`config.mk`:
```
export PLATFORM = sky130hd
export DESIGN_NAME = axi_lite_regbank_flat
export DESIGN_NICKNAME = d
export VERILOG_FILES = /design/src/rtl/axi_lite_regbank_if.sv /design/src/rtl/axi_lite_regbank.sv /design/src/flat_wrapper.sv
export SDC_FILE = /design/constraint.sdc
export NUM_CORES = 1
export LEC_CHECK = 0
export ABC_AREA = 1
export BUFFER_PORTS_ARGS = -buffer_cell sky130_fd_sc_hd__buf_2
export CORE_AREA = 2 2 351 353
export CTS_CLUSTER_SIZE = 20
export DETAILED_ROUTE_END_ITERATION = 7
export DIE_AREA = 0 0 353 355
export MAX_ROUTING_LAYER = met4
export PLACE_DENSITY_LB_ADDON = 0.2
export SYNTH_ARGS = -nofsm -noshare
export SYNTH_HDL_FRONTEND = slang
export SYNTH_SLANG_ARGS = --single-unit
```
`constraint.sdc`:
```
create_clock -name clk_i -period 2.9 [get_ports clk_i]
set_input_delay 0.29 -clock clk_i [delete_from_list [all_inputs] [get_ports clk_i]]
set_output_delay 0.29 -clock clk_i [all_outputs]
set_load 0.005 [all_outputs]
```
`src/rtl/axi_lite_regbank_if.sv`:
```
// AXI4-lite bus bundle for the generic receiver register bank.
// The slave modport is the register bank's view; the master modport is the
// view of whatever drives the bus.
interface axi_lite_regbank_if #(
   parameter int ADDRESS_WIDTH = 11
);
   logic [ADDRESS_WIDTH-1:0] awaddr;
   logic                     awvalid;
   logic                     awready;
   logic [31:0]              wdata;
   logic [3:0]               wstrb;
   logic                     wvalid;
   logic                     wready;
   logic [1:0]               bresp;
   logic                     bvalid;
   logic                     bready;
   logic [ADDRESS_WIDTH-1:0] araddr;
   logic                     arvalid;
   logic                     arready;
   logic [31:0]              rdata;
   logic [1:0]               rresp;
   logic                     rvalid;
   logic                     rready;

   modport master (
      output awaddr, awvalid, wdata, wstrb, wvalid, bready, araddr, arvalid, rready,
      input  awready, wready, bresp, bvalid, arready, rdata, rresp, rvalid
   );

   modport slave (
      input  awaddr, awvalid, wdata, wstrb, wvalid, bready, araddr, arvalid, rready,
      output awready, wready, bresp, bvalid, arready, rdata, rresp, rvalid
   );
endinterface

```
`src/rtl/axi_lite_regbank.sv`:
```
// Generic AXI4-lite register bank for receiver blocks: fixed identification
// words, a scratch word, read-only status words, read/write control words
// with write pulses, and a sticky interrupt status/mask pair.
// Optional feature macro: REGBANK_SNAPSHOT_EN adds a snapshot control word
// at index 0x082 that freezes all status words into a shadow copy so that
// multi-word counters can be read coherently.
module axi_lite_regbank #(
   parameter logic [31:0] ID            = 32'd0,
   parameter int          ADDRESS_WIDTH = 11,
   parameter logic [31:0] MAGIC         = 32'h52424B7E,
   parameter int          NUM_RO        = 16,
   parameter int          NUM_RW        = 8,
   parameter int          NUM_IRQ       = 8
) (
   input  logic                     clk_i,
   input  logic                     reset_ni,
   axi_lite_regbank_if.slave        s_axi_if,
   input  logic [NUM_RO*32-1:0]     ro_data_i,
   output logic [NUM_RW*32-1:0]     rw_data_o,
   output logic [NUM_RW-1:0]        rw_write_o,
   input  logic [NUM_IRQ-1:0]       irq_i,
   output logic                     irq_o
);
   localparam int IDX_W = ADDRESS_WIDTH - 2;
   localparam int RO_BASE = 'h010;
   localparam int RW_BASE = 'h040;

   localparam logic [IDX_W-1:0] IDX_VERSION    = IDX_W'(12'h000);
   localparam logic [IDX_W-1:0] IDX_ID         = IDX_W'(12'h001);
   localparam logic [IDX_W-1:0] IDX_SCRATCH    = IDX_W'(12'h002);
   localparam logic [IDX_W-1:0] IDX_MAGIC      = IDX_W'(12'h003);
   localparam logic [IDX_W-1:0] IDX_INFO       = IDX_W'(12'h004);
   localparam logic [IDX_W-1:0] IDX_IRQ_STATUS = IDX_W'(12'h080);
   localparam logic [IDX_W-1:0] IDX_IRQ_MASK   = IDX_W'(12'h081);
`ifdef REGBANK_SNAPSHOT_EN
   localparam logic [IDX_W-1:0] IDX_SNAPSHOT   = IDX_W'(12'h082);
`endif

   localparam logic [31:0] VERSION = 32'h00020061;
   localparam logic [31:0] INFO    = {8'd0, 8'(NUM_IRQ), 8'(NUM_RW), 8'(NUM_RO)};

   typedef enum logic [1:0] {
      RESP_OKAY   = 2'b00,
      RESP_SLVERR = 2'b10
   } resp_e;

   // Bus enable: keeps every ready low while reset is held.
   logic bus_en_q;

   // Write channel capture.
   logic                     aw_held_q, w_held_q;
   logic [ADDRESS_WIDTH-1:0] aw_addr_q;
   logic [31:0]              w_data_q;
   logic [3:0]               w_strb_q;
   logic                     bvalid_q;
   resp_e                    bresp_q;

   // Read channel.
   logic                     rvalid_q;
   logic [31:0]              rdata_q;
   resp_e                    rresp_q;

   // Register state.
   logic [31:0]              scratch_q;
   logic [31:0]              rw_q [NUM_RW];
   logic [NUM_RW-1:0]        rw_write_q;
   logic [NUM_IRQ-1:0]       irq_status_q, irq_mask_q;
   logic                     irq_q;

   // Write decode results.
   logic                     wr_exec, wr_ok, wr_scratch, wr_mask;
   logic [NUM_RW-1:0]        rw_wr;
   logic [31:0]              byte_mask, clr_word;
   logic [NUM_IRQ-1:0]       w1c_clr;
   logic [IDX_W-1:0]         wr_idx, rd_idx;

   // Read decode results.
   logic                     ar_hs;
   logic                     rd_ok;
   logic [31:0]              rd_data, irq_status_w, irq_mask_w;
   logic [NUM_RO*32-1:0]     ro_src;

`ifdef REGBANK_SNAPSHOT_EN
   logic                     wr_snap;
   logic                     snap_active_q;
   logic [NUM_RO*32-1:0]     shadow_q;
`endif

   // Address bits [1:0] select a byte within a word and carry no meaning here.
   logic unused_addr_bits;
   assign unused_addr_bits = &{1'b0, aw_addr_q[1:0], s_axi_if.araddr[1:0]};

   assign wr_exec   = aw_held_q && w_held_q;
   assign wr_idx    = aw_addr_q[ADDRESS_WIDTH-1:2];
   assign rd_idx    = s_axi_if.araddr[ADDRESS_WIDTH-1:2];
   assign byte_mask = {{8{w_strb_q[3]}}, {8{w_strb_q[2]}}, {8{w_strb_q[1]}}, {8{w_strb_q[0]}}};
   assign ar_hs     = s_axi_if.arvalid && s_axi_if.arready;

   assign s_axi_if.awready = bus_en_q && !aw_held_q && !bvalid_q;
   assign s_axi_if.wready  = bus_en_q && !w_held_q && !bvalid_q;
   assign s_axi_if.bvalid  = bvalid_q;
   assign s_axi_if.bresp   = bresp_q;
   assign s_axi_if.arready = bus_en_q && !rvalid_q;
   assign s_axi_if.rvalid  = rvalid_q;
   assign s_axi_if.rdata   = rdata_q;
   assign s_axi_if.rresp   = rresp_q;

   assign rw_write_o = rw_write_q;
   assign irq_o      = irq_q;

   for (genvar g = 0; g < NUM_RW; g++) begin : g_rw_out
      assign rw_data_o[32*g +: 32] = rw_q[g];
   end

`ifdef REGBANK_SNAPSHOT_EN
   assign ro_src = snap_active_q ? shadow_q : ro_data_i;
`else
   assign ro_src = ro_data_i;
`endif

   // Capture AW and W beats independently and run the write response.
   // NOTE: all clocked state uses non-blocking assignment so every flop sees
   // the pre-edge value of every other flop, independent of statement order.
   always_ff @(posedge clk_i or negedge reset_ni) begin
      if (!reset_ni) begin
         bus_en_q  <= 1'b0;
         aw_held_q <= 1'b0;
         w_held_q  <= 1'b0;
         aw_addr_q <= '0;
         w_data_q  <= '0;
         w_strb_q  <= '0;
         bvalid_q  <= 1'b0;
         bresp_q   <= RESP_OKAY;
      end else begin
         bus_en_q <= 1'b1;
         if (s_axi_if.awvalid && s_axi_if.awready) begin
            aw_held_q <= 1'b1;
            aw_addr_q <= s_axi_if.awaddr;
         end else if (wr_exec) begin
            aw_held_q <= 1'b0;
         end
         if (s_axi_if.wvalid && s_axi_if.wready) begin
            w_held_q <= 1'b1;
            w_data_q <= s_axi_if.wdata;
            w_strb_q <= s_axi_if.wstrb;
         end else if (wr_exec) begin
            w_held_q <= 1'b0;
         end
         if (wr_exec) begin
            bvalid_q <= 1'b1;
            bresp_q  <= wr_ok ? RESP_OKAY : RESP_SLVERR;
         end else if (bvalid_q && s_axi_if.bready) begin
            bvalid_q <= 1'b0;
         end
      end
   end

   // Decode the held write into per-register enables.
   // NOTE: every output gets a default before any branch, so no path leaves a
   // value unassigned and no latch is inferred.
   always_comb begin
      wr_ok      = 1'b0;
      wr_scratch = 1'b0;
      wr_mask    = 1'b0;
      rw_wr      = '0;
      clr_word   = '0;
`ifdef REGBANK_SNAPSHOT_EN
      wr_snap    = 1'b0;
`endif
      if (wr_exec) begin
         case (wr_idx)
            IDX_SCRATCH:    begin wr_ok = 1'b1; wr_scratch = 1'b1; end
            IDX_IRQ_STATUS: begin wr_ok = 1'b1; clr_word = w_data_q & byte_mask; end
            IDX_IRQ_MASK:   begin wr_ok = 1'b1; wr_mask = 1'b1; end
`ifdef REGBANK_SNAPSHOT_EN
            IDX_SNAPSHOT:   begin wr_ok = 1'b1; wr_snap = 1'b1; end
`endif
            default: begin
               for (int i = 0; i < NUM_RW; i++) begin
                  if (wr_idx == IDX_W'(RW_BASE + i)) begin
                     wr_ok    = 1'b1;
                     rw_wr[i] = 1'b1;
                  end
               end
            end
         endcase
      end
      w1c_clr = clr_word[NUM_IRQ-1:0];
   end

   // Control words, scratch, interrupt state and the write strobes.
   always_ff @(posedge clk_i or negedge reset_ni) begin
      if (!reset_ni) begin
         scratch_q    <= '0;
         rw_write_q   <= '0;
         irq_status_q <= '0;
         irq_mask_q   <= '0;
         irq_q        <= 1'b0;
         for (int i = 0; i < NUM_RW; i++) rw_q[i] <= '0;
      end else begin
         rw_write_q <= rw_wr;
         if (wr_scratch) scratch_q <= (scratch_q & ~byte_mask) | (w_data_q & byte_mask);
         for (int i = 0; i < NUM_RW; i++) begin
            if (rw_wr[i]) rw_q[i] <= (rw_q[i] & ~byte_mask) | (w_data_q & byte_mask);
         end
         if (wr_mask) begin
            irq_mask_q <= (irq_mask_q & ~byte_mask[NUM_IRQ-1:0])
                        | (w_data_q[NUM_IRQ-1:0] & byte_mask[NUM_IRQ-1:0]);
         end
         // A new event in the same cycle as its clear keeps the bit set.
         irq_status_q <= (irq_status_q & ~w1c_clr) | irq_i;
         irq_q        <= |(irq_status_q & irq_mask_q);
      end
   end

`ifdef REGBANK_SNAPSHOT_EN
   // Snapshot enable flag.
   always_ff @(posedge clk_i or negedge reset_ni) begin
      if (!reset_ni) snap_active_q <= 1'b0;
      else if (wr_snap && w_strb_q[0]) snap_active_q <= w_data_q[0];
   end

   // Shadow copy of the status words, taken when a snapshot is requested.
   // NOTE: the shadow is storage only, never visible until a snapshot has
   // loaded it, so it is deliberately left without a reset.
   always_ff @(posedge clk_i) begin
      if (wr_snap && w_strb_q[0] && w_data_q[0]) shadow_q <= ro_data_i;
   end
`endif

   // Read mux, evaluated on the AR address during the handshake cycle.
   always_comb begin
      rd_data      = '0;
      rd_ok        = 1'b1;
      irq_status_w = '0;
      irq_mask_w   = '0;
      irq_status_w[NUM_IRQ-1:0] = irq_status_q;
      irq_mask_w[NUM_IRQ-1:0]   = irq_mask_q;
      case (rd_idx)
         IDX_VERSION:    rd_data = VERSION;
         IDX_ID:         rd_data = ID;
         IDX_SCRATCH:    rd_data = scratch_q;
         IDX_MAGIC:      rd_data = MAGIC;
         IDX_INFO:       rd_data = INFO;
         IDX_IRQ_STATUS: rd_data = irq_status_w;
         IDX_IRQ_MASK:   rd_data = irq_mask_w;
`ifdef REGBANK_SNAPSHOT_EN
         IDX_SNAPSHOT:   rd_data = {31'd0, snap_active_q};
`endif
         default: begin
            rd_ok = 1'b0;
            for (int i = 0; i < NUM_RO; i++) begin
               if (rd_idx == IDX_W'(RO_BASE + i)) begin
                  rd_ok   = 1'b1;
                  rd_data = ro_src[32*i +: 32];
               end
            end
            for (int i = 0; i < NUM_RW; i++) begin
               if (rd_idx == IDX_W'(RW_BASE + i)) begin
                  rd_ok   = 1'b1;
                  rd_data = rw_q[i];
               end
            end
         end
      endcase
   end

   // Register read data on the AR handshake and hold it until accepted.
   always_ff @(posedge clk_i or negedge reset_ni) begin
      if (!reset_ni) begin
         rvalid_q <= 1'b0;
         rdata_q  <= '0;
         rresp_q  <= RESP_OKAY;
      end else if (ar_hs) begin
         rvalid_q <= 1'b1;
         rdata_q  <= rd_ok ? rd_data : 32'd0;
         rresp_q  <= rd_ok ? RESP_OKAY : RESP_SLVERR;
      end else if (rvalid_q && s_axi_if.rready) begin
         rvalid_q <= 1'b0;
      end
   end
endmodule

```
`src/flat_wrapper.sv`:
```
// flat-port wrapper written by rule: the top's interface ports become plain ports
module axi_lite_regbank_flat 
#(
   parameter logic [31:0] ID            = 32'd0,
   parameter int          ADDRESS_WIDTH = 11,
   parameter logic [31:0] MAGIC         = 32'h52424B7E,
   parameter int          NUM_RO        = 16,
   parameter int          NUM_RW        = 8,
   parameter int          NUM_IRQ       = 8
)
  (clk_i, reset_ni, ro_data_i, rw_data_o, rw_write_o, irq_i, irq_o, s_axi_if_awaddr, s_axi_if_awvalid, s_axi_if_wdata, s_axi_if_wstrb, s_axi_if_wvalid, s_axi_if_bready, s_axi_if_araddr, s_axi_if_arvalid, s_axi_if_rready, s_axi_if_awready, s_axi_if_wready, s_axi_if_bresp, s_axi_if_bvalid, s_axi_if_arready, s_axi_if_rdata, s_axi_if_rresp, s_axi_if_rvalid);
  axi_lite_regbank_if #(.ADDRESS_WIDTH(ADDRESS_WIDTH)) s_axi_if_i ();
  input  logic clk_i;
  input  logic reset_ni;
  input  logic [NUM_RO*32-1:0] ro_data_i;
  output logic [NUM_RW*32-1:0] rw_data_o;
  output logic [NUM_RW-1:0] rw_write_o;
  input  logic [NUM_IRQ-1:0] irq_i;
  output logic irq_o;
  input wire logic [$bits(s_axi_if_i.awaddr)-1:0] s_axi_if_awaddr;
  input wire logic [$bits(s_axi_if_i.awvalid)-1:0] s_axi_if_awvalid;
  input wire logic [$bits(s_axi_if_i.wdata)-1:0] s_axi_if_wdata;
  input wire logic [$bits(s_axi_if_i.wstrb)-1:0] s_axi_if_wstrb;
  input wire logic [$bits(s_axi_if_i.wvalid)-1:0] s_axi_if_wvalid;
  input wire logic [$bits(s_axi_if_i.bready)-1:0] s_axi_if_bready;
  input wire logic [$bits(s_axi_if_i.araddr)-1:0] s_axi_if_araddr;
  input wire logic [$bits(s_axi_if_i.arvalid)-1:0] s_axi_if_arvalid;
  input wire logic [$bits(s_axi_if_i.rready)-1:0] s_axi_if_rready;
  output wire logic [$bits(s_axi_if_i.awready)-1:0] s_axi_if_awready;
  output wire logic [$bits(s_axi_if_i.wready)-1:0] s_axi_if_wready;
  output wire logic [$bits(s_axi_if_i.bresp)-1:0] s_axi_if_bresp;
  output wire logic [$bits(s_axi_if_i.bvalid)-1:0] s_axi_if_bvalid;
  output wire logic [$bits(s_axi_if_i.arready)-1:0] s_axi_if_arready;
  output wire logic [$bits(s_axi_if_i.rdata)-1:0] s_axi_if_rdata;
  output wire logic [$bits(s_axi_if_i.rresp)-1:0] s_axi_if_rresp;
  output wire logic [$bits(s_axi_if_i.rvalid)-1:0] s_axi_if_rvalid;
  assign s_axi_if_i.awaddr = s_axi_if_awaddr;
  assign s_axi_if_i.awvalid = s_axi_if_awvalid;
  assign s_axi_if_i.wdata = s_axi_if_wdata;
  assign s_axi_if_i.wstrb = s_axi_if_wstrb;
  assign s_axi_if_i.wvalid = s_axi_if_wvalid;
  assign s_axi_if_i.bready = s_axi_if_bready;
  assign s_axi_if_i.araddr = s_axi_if_araddr;
  assign s_axi_if_i.arvalid = s_axi_if_arvalid;
  assign s_axi_if_i.rready = s_axi_if_rready;
  assign s_axi_if_awready = s_axi_if_i.awready;
  assign s_axi_if_wready = s_axi_if_i.wready;
  assign s_axi_if_bresp = s_axi_if_i.bresp;
  assign s_axi_if_bvalid = s_axi_if_i.bvalid;
  assign s_axi_if_arready = s_axi_if_i.arready;
  assign s_axi_if_rdata = s_axi_if_i.rdata;
  assign s_axi_if_rresp = s_axi_if_i.rresp;
  assign s_axi_if_rvalid = s_axi_if_i.rvalid;
  axi_lite_regbank #(.ID(ID), .ADDRESS_WIDTH(ADDRESS_WIDTH), .MAGIC(MAGIC), .NUM_RO(NUM_RO), .NUM_RW(NUM_RW), .NUM_IRQ(NUM_IRQ)) u_core (.clk_i(clk_i), .reset_ni(reset_ni), .s_axi_if(s_axi_if_i), .ro_data_i(ro_data_i), .rw_data_o(rw_data_o), .rw_write_o(rw_write_o), .irq_i(irq_i), .irq_o(irq_o));
endmodule
```
# Word level (Yosys, flattened, before mapping)
# Index checks and enable logic that the tools add are counted.
# op_classes
eq_ne	41
muxes	85
n_bitwise	28
n_reduce_logical	23
# ops
cell	count
2-to-1 mux 32 bit	25
bitwise AND 32 bit	10
bitwise OR 32 bit	9
one-hot mux 32 bit (7 select lines)	1
equality test 9 x 5 -> 1 bit (second input constant)	16
equality test 9 x 7 -> 1 bit (second input constant)	16
2-to-1 mux 1 bit	53
equality test 9 x 8 -> 1 bit (second input constant)	4
bitwise AND 8 bit	4
2-to-1 mux 8 bit	4
NOT 32 bit	1
equality test 9 x 2 -> 1 bit (second input constant)	3
NOT 8 bit	2
bitwise OR 8 bit	2
logical AND 1 bit	11
equality test 9 x 1 -> 1 bit (second input constant)	1
equality test 9 x 3 -> 1 bit (second input constant)	1
zero test 9 bit	1
nonzero test 2 bit	4
OR reduction 8 bit	1
OR reduction 7 bit	1
zero test 1 bit	4
2-to-1 mux 2 bit	2
OR reduction 3 bit	1
# totals
ff_bits	401
inputBits	585
out_inout_bits	306
wordCells	201

# Logic depth before layout (Yosys ltp)
# Gate-level depths: netlist of run 1.
# logic_depth
word_depth	27
ltp_mapped	24
depth_no_buf	23

# Worst setup path after synthesis of run 1
# No wires, ideal clock.
# synth_timing
path_type	input-to-reg
startpoint	input port s_axi_if_araddr[7]
endpoint	register u_core.rdata_q[23] (netlist: u_core.s_axi_if.rdata[23])
setup_time_ns	0.116
arrival_time_ns	2.012
required_time_ns	2.784
slack_ns	0.771
path_stages	20
path_buffers	2
cell_sequence	inv_1 nand2_1 nor2_8 nand2_2 nor2_4 inv_2 buf_2 buf_6 nor2_1 nor2_1 nand2_1 nand4_1 nor2_1 nand4_1 nand2_1 nand4_1 nor2_1 nand3_1 nand2_1 nand2_1
# synth_via
elab_chain_cells	27
word_cells_on_any_way	83
cone_classes	eq/ne: 30; mux: 51; reduce/logical: 2
# synth_lines
element	line	text
start: declaration	flat_wrapper.sv:26	input wire logic [$bits(s_axi_if_i.araddr)-1:0] s_axi_if_araddr;
equality test 9 x 5 -> 1 bit	axi_lite_regbank.sv:253	if (rd_idx == IDX_W'(RO_BASE + i)) begin
2-to-1 mux 32 bit / 2-to-1 mux 1 bit (equally long branches) (16 in a row)	axi_lite_regbank.sv:253	
2-to-1 mux 32 bit / 2-to-1 mux 1 bit (equally long branches) (8 in a row)	axi_lite_regbank.sv:259	if (rd_idx == IDX_W'(RW_BASE + i)) begin
one-hot mux 32 bit (7 select lines) / 2-to-1 mux 1 bit (equally long branches)	axi_lite_regbank.sv:239	case (rd_idx)
2-to-1 mux 32 bit *	axi_lite_regbank.sv:276	rdata_q <= rd_ok ? rd_data : 32'd0;
end signal: assignment	axi_lite_regbank.sv:276	
end: declaration	axi_lite_regbank.sv:60	logic [31:0] rdata_q;
# Mark *: on every way between the ends. The rest lies on a longest branch, timed or not.
# A chain may end at the register's enable or synchronous reset.

# Worst setup path after layout of run 1
# layout_timing
startpoint	input port s_axi_if_araddr[10]
endpoint	register u_core.rdata_q[14] (netlist: u_core.s_axi_if.rdata[14])
# Same word-level chain as after synthesis.

==> summary.txt, run 1 <==
Outcome
  • Run status: complete, no violations

Floorplanning
  • I/O Pins: 891
  • Die Y: 355 um
  • Die footprint: 125000 um2
  • Initial cell density of the core: 0.179
  • Die X: 353 um
  • Core outline area: 121000 um2
  • FP Rows: 128

Timing
  • Post-route setup TNS: 0 ps
  • Max Clock Freq: 355 MHz
  • Max_slew headroom: 0.498
  • Max Slew Vio Count: 0
  • Unrepaired setup endpoints after global routing: yes
  • Period utilization: 0.971
  • Layout Skew: 19.3 ps
  • Fin. Hold Viols: 0
  • Setup WS post-layout: 82.9 ps
  • Crit path time final: 2820 ps
  • Final setup viols: 0
  • Worst Tran Pin Value: 749 ps

Routing
  • ANT nets after route: 0
  • DRT Pass-1 Iters: 5
  • DR WL/cell: 27.2 um
  • Vias: 25.8k
  • Detailed Route WL: 157000 um
  • DRC violations left: 0
  • Vias per std cell: 4.46
  • DRC marker count from the first detailed-route iteration: 1896

Logic synthesis
  • Netlist cell types: 47
  • Ys flop type: dfrtp_1
  • Yosys warnings: 0
  • Post-synth EDFFs: 0
  • Async set-or-reset flop fraction in the synthesized netlist: 1.00
  • Avg Cell Area, Syn: 7.20 um2
  • Post-synthesis register bit count: 397
  • Sequential share of the synthesized area: 0.457
  • Post-Syn Area: 21700 um2
  • Synth Instances: 3015

CTS
  • CTS tree: done
  • Clock Latency Late Sink: 600 ps
  • CTS H-tree depth: 2
  • TritonCTS Buffers: 47
  • Root Driver: clkbuf_16
  • Clock Tree Buf Depth: 3
  • CTS clk-pin slew, worst paths: 60 ps
  • Clock sinks: 397

Worst hold path
  • Worst hold-check path type: in2reg

Power and ir drop
  • Combinational fraction of design power: 0.195
  • Leakage: 16.6 nW
  • Sequential Power Share: 0.417
  • Psw: 5.12 mW
  • Int Power: 10.4 mW
  • Worst VDD drop: 0.000377 V
  • Clock power frac: 0.388
  • Switch share: 0.330
  • Pwr per Cell Area: 480 nW/um2

Critical path
  • Startpoint Class: input pin
  • Worst EP arrival: 3300 ps
  • Critical path type: in2reg
  • Crit Path Max Fanout: 10
  • Worst Path Required: 3380 ps
  • Crit end category: flip-flop

Placed design
  • Final Wtd Congestion: 1.00
  • HPWL Detailed: 131000 um
  • Port buffer count: 884
  • Placed cell area: 30100 um2
  • Placement Setup Slack: -1050 ps

Cells and area
  • Most frequent cells in the layout: nand2_1 (988), buf_2 (883), dfrtp_1 (397)
  • Post-route cell area: 32400 um2
  • Post-layout util: 0.267
  • Final #Nets: 4698
  • Most common cell after layout, fill and taps aside: nand2_1
  • Layout cell share with drive strength beyond 1: 0.337
  • Area Growth Syn to Fin: 49.1%

Run
  • Max-cap violations: 0

GRT
  • Total GRT Usage: 0.249
  • Largest net degree at the start of global routing: 81
  • Remaining global-route overflow: 0
  • Initial antenna violation count: 25
  • Number of global-route vias before repair: 26.0k
  • First-pass GRT wire length: 214000 um
==> metal layers <==
metal,routed length (um),vias up,global-route usage
met3,10400,151,0.0563
met5,0,-,-
li1,-,12153,-
met1,62200,12539,0.281
met2,80500,977,0.444
met4,4320,0,0.0619
==> critical path: stages <==
cell	delay, ps
buf_2	150
nor2_2	70
nand2_2	100
inv_1	50
nand2_1	120
nor2_4	100
buf_4	190
buf_4	150
nand2_1	80
nand3_1	110
nor2_2	170
nand3_1	110
nor2_2	170
nand2_1	80
nand2_1	110
nand4_1	180
nand2_2	210
nand4_1	250
nand2_1	160
nand4_1	130
nand2_1	110
nand3_1	70
nand2_1	60
nand2_1	40
==> cells by family after synthesis <==
family | share of synthesized area
buffers and inverters | 0.0609
other | 0.000346
flip-flops | 0.457
AND/OR/NAND/NOR | 0.332
multiplexers | 0.00363
AO/OA/AOI/OAI | 0.146
==> power groups by stage <==
stage               Clock, mW  Combinational (mW)  Sequential [mW]
floorplan                   0                1.15             6.41
global placement            0                3.01             6.56
detailed placement          0                3.01             6.57
CTS                      6.15                3.09             6.47
global route             6.36                3.31             6.54
finish                   6.03                3.03             6.48
==> cell type report <==
type	instances	area, um2
fill	13807	89000
clock inverter	13	143
clock buffer	71	1380
timing repair buffer	1214	7550
antenna	21	52.6
inverter	156	588
multi-input combinational	2297	10700
sequential	397	9930
tap	1625	2030
==> stage by stage <==
step	std cells	hold WS, ps	power [mW]
finish	5794	33.9	15.5
global route	5788	25.1	16.2
CTS	5772	8.41	15.7
detailed placement	5633	281	9.58
global placement	5633	281	9.58
floorplan	3016	-5.59	7.56
==> repair_timing <==
action / CTS / global route
pin swaps: 1 / 6
hold buffers: 55 / 0
setup endpoints to repair: 21 / 25
hold endpoints to repair: 98 / 0
resized for setup: 13 / 22
buffers inserted: 0 / 1
==> worst paths after layout <==
check                                          startpoint                          to  slack (ps)  cells past startpoint
worst max-delay path                  s_axi_if_araddr[10]   u_core.s_axi_if.rdata[14]          80                     24
worst min-delay path                    s_axi_if_wstrb[0]          u_core.w_strb_q[0]          30                      3
worst max register to register        u_core.aw_addr_q[3]                   flip-flop         310                     11
worst min register to register  u_core.s_axi_if.rdata[30]   u_core.s_axi_if.rdata[30]         480                      2
max in group asynchronous                        reset_ni  asynchronous set/reset pin        1750                      3
min in group asynchronous                        reset_ni  asynchronous set/reset pin         240                      2
==> Yosys cell counts (all sizes together) (3+ instances only) <==
master / n / area (um2)
a31oi: 12 / 75.1
dfrtp: 397 / 9930
o21bai: 3 / 22.5
o221ai: 3 / 26.3
a21oi: 231 / 1160
nand3: 159 / 806
clkbuf: 111 / 417
buf: 55 / 320
o22ai: 16 / 100
nor3: 25 / 140
or2: 85 / 532
o21ai: 312 / 1560
nor4: 10 / 75.1
mux2: 7 / 78.8
nor2: 296 / 1200
nand2: 1013 / 3830
nand4: 98 / 613
inv: 154 / 578
a221o: 5 / 50.1
a221oi: 7 / 61.3
(Power assumes the default switching activity.)
==> inputs of run 2 (changes only) <==
--- a/config.mk
+++ b/config.mk
@@ -6,11 +6,11 @@
 export NUM_CORES = 1
 export LEC_CHECK = 0
 export ABC_AREA = 1
-export BUFFER_PORTS_ARGS = -buffer_cell sky130_fd_sc_hd__buf_2
-export CORE_AREA = 2 2 351 353
+export CORE_AREA = 2 2 346 348
 export CTS_CLUSTER_SIZE = 20
 export DETAILED_ROUTE_END_ITERATION = 7
-export DIE_AREA = 0 0 353 355
+export DIE_AREA = 0 0 348 350
+export DONT_BUFFER_PORTS = 1
 export MAX_ROUTING_LAYER = met4
 export PLACE_DENSITY_LB_ADDON = 0.2
 export SYNTH_ARGS = -nofsm -noshare
==> run 2 against run 1 <==
The flow now finishes with violations (hold timing). Global-route usage down 0.22 points. Register-to-register slack gained 140 ps. Worst hold slack worse by 640 ps. Sequential share of layout area up 4.9 points. Via count fell by 13%. Flip-flop and latch count unchanged. Clock-buffer cell count fell by 8. Final cell count decreased by 17%. Sequential power is 2% higher. Clock power hardly changed.
==> summary.txt, run 2 (synthesis results as in run 1) <==
Timing
  • Layout Skew: 38.5 ps (was 19.3 ps)
  • Worst Tran Pin Value: 1030 ps (was 749 ps)
  • Final setup viols: 0 (unchanged)
  • Max Slew Vio Count: 0 (unchanged)
  • Crit path time final: 2810 ps (was 2820 ps)
  • Fin. Hold Viols: 397 (was 0)
  • Hold WS: -607 ps (was 33.9 ps)
  • Max_slew headroom: 0.314 (was 0.498)
  • Post-route setup TNS: 0 ps (unchanged)
  • Max Clock Freq: 356 MHz (was 355 MHz)
  • Period utilization: 0.970 (was 0.971)

Power and ir drop
  • Worst VDD drop: 0.000590 V (was 0.000377 V)
  • Pwr per Cell Area: 529 nW/um2 (was 480 nW/um2)
  • Leakage: 12.7 nW (was 16.6 nW)

Cells and area
  • Post-route cell area: 27900 um2 (was 32400 um2)
  • Most common cell after layout, fill and taps aside: nand2_1 (unchanged)
  • Layout cell share with drive strength beyond 1: 0.155 (was 0.337)
  • Area of the multi-input gates: 10700 um2 (about the same)
  • Fill cell count: 13.2k (was 13.8k)
  • Most frequent cells in the layout: nand2_1 (996), dfrtp_1 (397), o21ai_0 (306) (was nand2_1 (988), buf_2 (883), dfrtp_1 (397))
  • Area Growth Syn to Fin: 28.6% (was 49.1%)
  • Seq. cell area: 9930 um2 (unchanged)
  • Final #Nets: 3818 (was 4698)

GRT
  • M1 GR Usage: 0.262 (was 0.281)
  • Largest net degree at the start of global routing: 398 (was 81)
  • Grt peak-use layer: met2 (unchanged)
  • GR Util met3: 0.0718 (was 0.0563)
  • Met2 usage in global routing: 0.428 (was 0.444)
  • Number of global-route vias before repair: 22.3k (was 26.0k)
  • Initial antenna violation count: 27 (was 25)
  • Remaining global-route overflow: 0 (unchanged)
  • Total GRT Usage: 0.247 (was 0.249)
  • First-pass GRT wire length: 200000 um (was 214000 um)

Floorplanning
  • I/O Pins: 891 (unchanged)
  • Core outline area: 118000 um2 (was 121000 um2)
  • Die Y: 350 um (was 355 um)
  • Die footprint: 122000 um2 (was 125000 um2)
  • Initial cell density of the core: 0.184 (was 0.179)
  • Die X: 348 um (was 353 um)
  • FP Rows: 126 (was 128)

CTS
  • CTS tree: done (unchanged)
  • Clock Tree Buf Depth: 3 (unchanged)
  • CTS clk-pin slew, worst paths: 70 ps (was 60 ps)
  • CTS H-tree depth: 2 (unchanged)
  • TritonCTS Buffers: 46 (was 47)
  • Hold buffer count at cts: 55 (unchanged)
  • Clock sinks: 397 (unchanged)
  • Root Driver: clkbuf_16 (unchanged)
  • Clock Latency Late Sink: 620 ps (was 600 ps)

Outcome
  • Failing checks: hold timing
  • Run status: finished, violations left (was complete, no violations)

Critical path
  • Crit-path most repeated cell: nand2_1 (unchanged)
  • Startpoint Class: input pin (unchanged)
  • Crit end category: flip-flop (unchanged)
  • Worst EP arrival: 3290 ps (was 3300 ps)
  • Crit-path max cell delay: 290 ps (was 250 ps)
  • Worst Path Required: 3380 ps (about the same)
  • Critical path type: in2reg (unchanged)
  • Crit Path Max Fanout: 9 (was 10)
  • Highest-delay cell along the critical path: nand4_1 (unchanged)
  • CP Cell Sequence: inv_1 -> nand3_2 -> buf_12 -> nor2_2 -> buf_12 -> buf_4 -> nand2_1 -> nand3_1 -> nor2_2 -> nand3_2 -> nor2_4 -> nand2_1 -> nand2_1 -> nand4_1 -> buf_4 -> nand2_4 -> nand4_1 -> nand2_2 -> nand4_1 -> nand2_2 -> nand3_1 -> nand2_1 -> nand2_1 (was buf_2 -> nor2_2 -> nand2_2 -> inv_1 -> nand2_1 -> nor2_4 -> buf_4 -> buf_4 -> nand2_1 -> nand3_1 -> nor2_2 -> nand3_1 -> nor2_2 -> nand2_1 -> nand2_1 -> nand4_1 -> nand2_2 -> nand4_1 -> nand2_1 -> nand4_1 -> nand2_1 -> nand3_1 -> nand2_1 -> nand2_1)

Placed design
  • Final Wtd Congestion: 0.983 (was 1.00)
  • Placed cell area: 25700 um2 (was 30100 um2)
  • HPWL Detailed: 122000 um (was 131000 um)
  • Port buffer count: 0 (was 884)

Run
  • Max-cap violations: 0 (unchanged)

Routing
  • Vias per std cell: 4.66 (was 4.46)
  • Vias: 22.5k (was 25.8k)
  • DRT Pass-1 Iters: 7 (was 5)
  • Detailed Route WL: 151000 um (was 157000 um)
  • ANT nets after route: 0 (unchanged)
  • DR WL/cell: 31.3 um (was 27.2 um)
  • DRC violations left: 0 (unchanged)
  • DRC marker count from the first detailed-route iteration: 1995 (was 1896)

Worst hold path
  • Worst hold-check path type: in2async (was in2reg)
run 2: changes by cell type in the layout (fill, tap and decap cells not counted), moves of 6 or more:
cell | previous run | this run
nand2_1 | 988 | 996
buf_2 | 883 | 0
nand2_2 | 22 | 13
nor2_2 | 16 | 8
clkbuf_1 | 13 | 7
buf_12 | 40 | 50
buf_4 | 235 | 229
clkinv_2 | 6 | 13
nor2_1 | 260 | 266
run 2: cell type report:
cell class	instances	area share
repair buffers	334	0.117
inverters	156	0.0210
clock inverters	20	0.00645
clock buffers	63	0.0475
multi-input cells	2298	0.382
flip-flops and latches	397	0.356
well taps	1536	0.0688
diodes	22	0.00197
run 2: through the flow:
stage	instances	utilization	hold WS (ps)	setup slack, ps	total power [mW]
2_1_floorplan	3016	-	-5.59	771	7.56
3_3_place_gp	4663	0.219	15.8	-911	8.81
3_5_place_dp	4663	0.219	8.67	-910	8.83
4_1_cts	4801	0.236	-651	16.3	15.0
5_1_grt	4825	0.237	-634	-1.55	15.4
6_report	4826	0.237	-607	87.6	14.8
run 2: path summary, 6_finish.rpt:
check / slack (ps) / cells past startpoint / startpoint / end
worst min-delay path: -610 / 0 / reset_ni / u_core.s_axi_if.rdata[12]
worst max register to register: 450 / 11 / u_core.aw_addr_q[3] / flip-flop
worst min register to register: 490 / 2 / flip-flop / flip-flop
min in group clk_i: 60 / 2 / s_axi_if_wvalid / u_core.w_held_q
worst max-delay path: 90 / 23 / s_axi_if_araddr[7] / u_core.s_axi_if.rdata[11]
max in group asynchronous: 2680 / 0 / reset_ni / asynchronous set/reset pin
run 2: timing repair:
action / 4_1_cts / 5_1_grt
resized for setup: 5 / 10
cloned: 0 / 1
setup buffers: 0 / 2
setup endpoints to repair: 1 / 8
pin swaps: 2 / 5
endpoints found under the hold margin: 452 / 397
run 2: worst max-delay path, delay by kind of cell:
| kind | cells | cell delay [ps] |
|---|---|---|
| buffers and inverters | 5 | 680 |
| and+or+nand+nor | 18 | 2270 |
run 2: metal layers:
layer | up-vias | wire length, um
li1 | 10403 | -
met1 | 10930 | 55700
met2 | 989 | 76100
met3 | 190 | 12500
met4 | 0 | 6960
met5 | - | 0
run 2: report_power, final:
part / internal (mW) / switching, mW / total (mW)
clock network: 3.40 / 2.64 / 6.03
logic: 0.482 / 1.65 / 2.13
registers: 6.05 / 0.574 / 6.63
total: 9.93 / 4.86 / 14.8
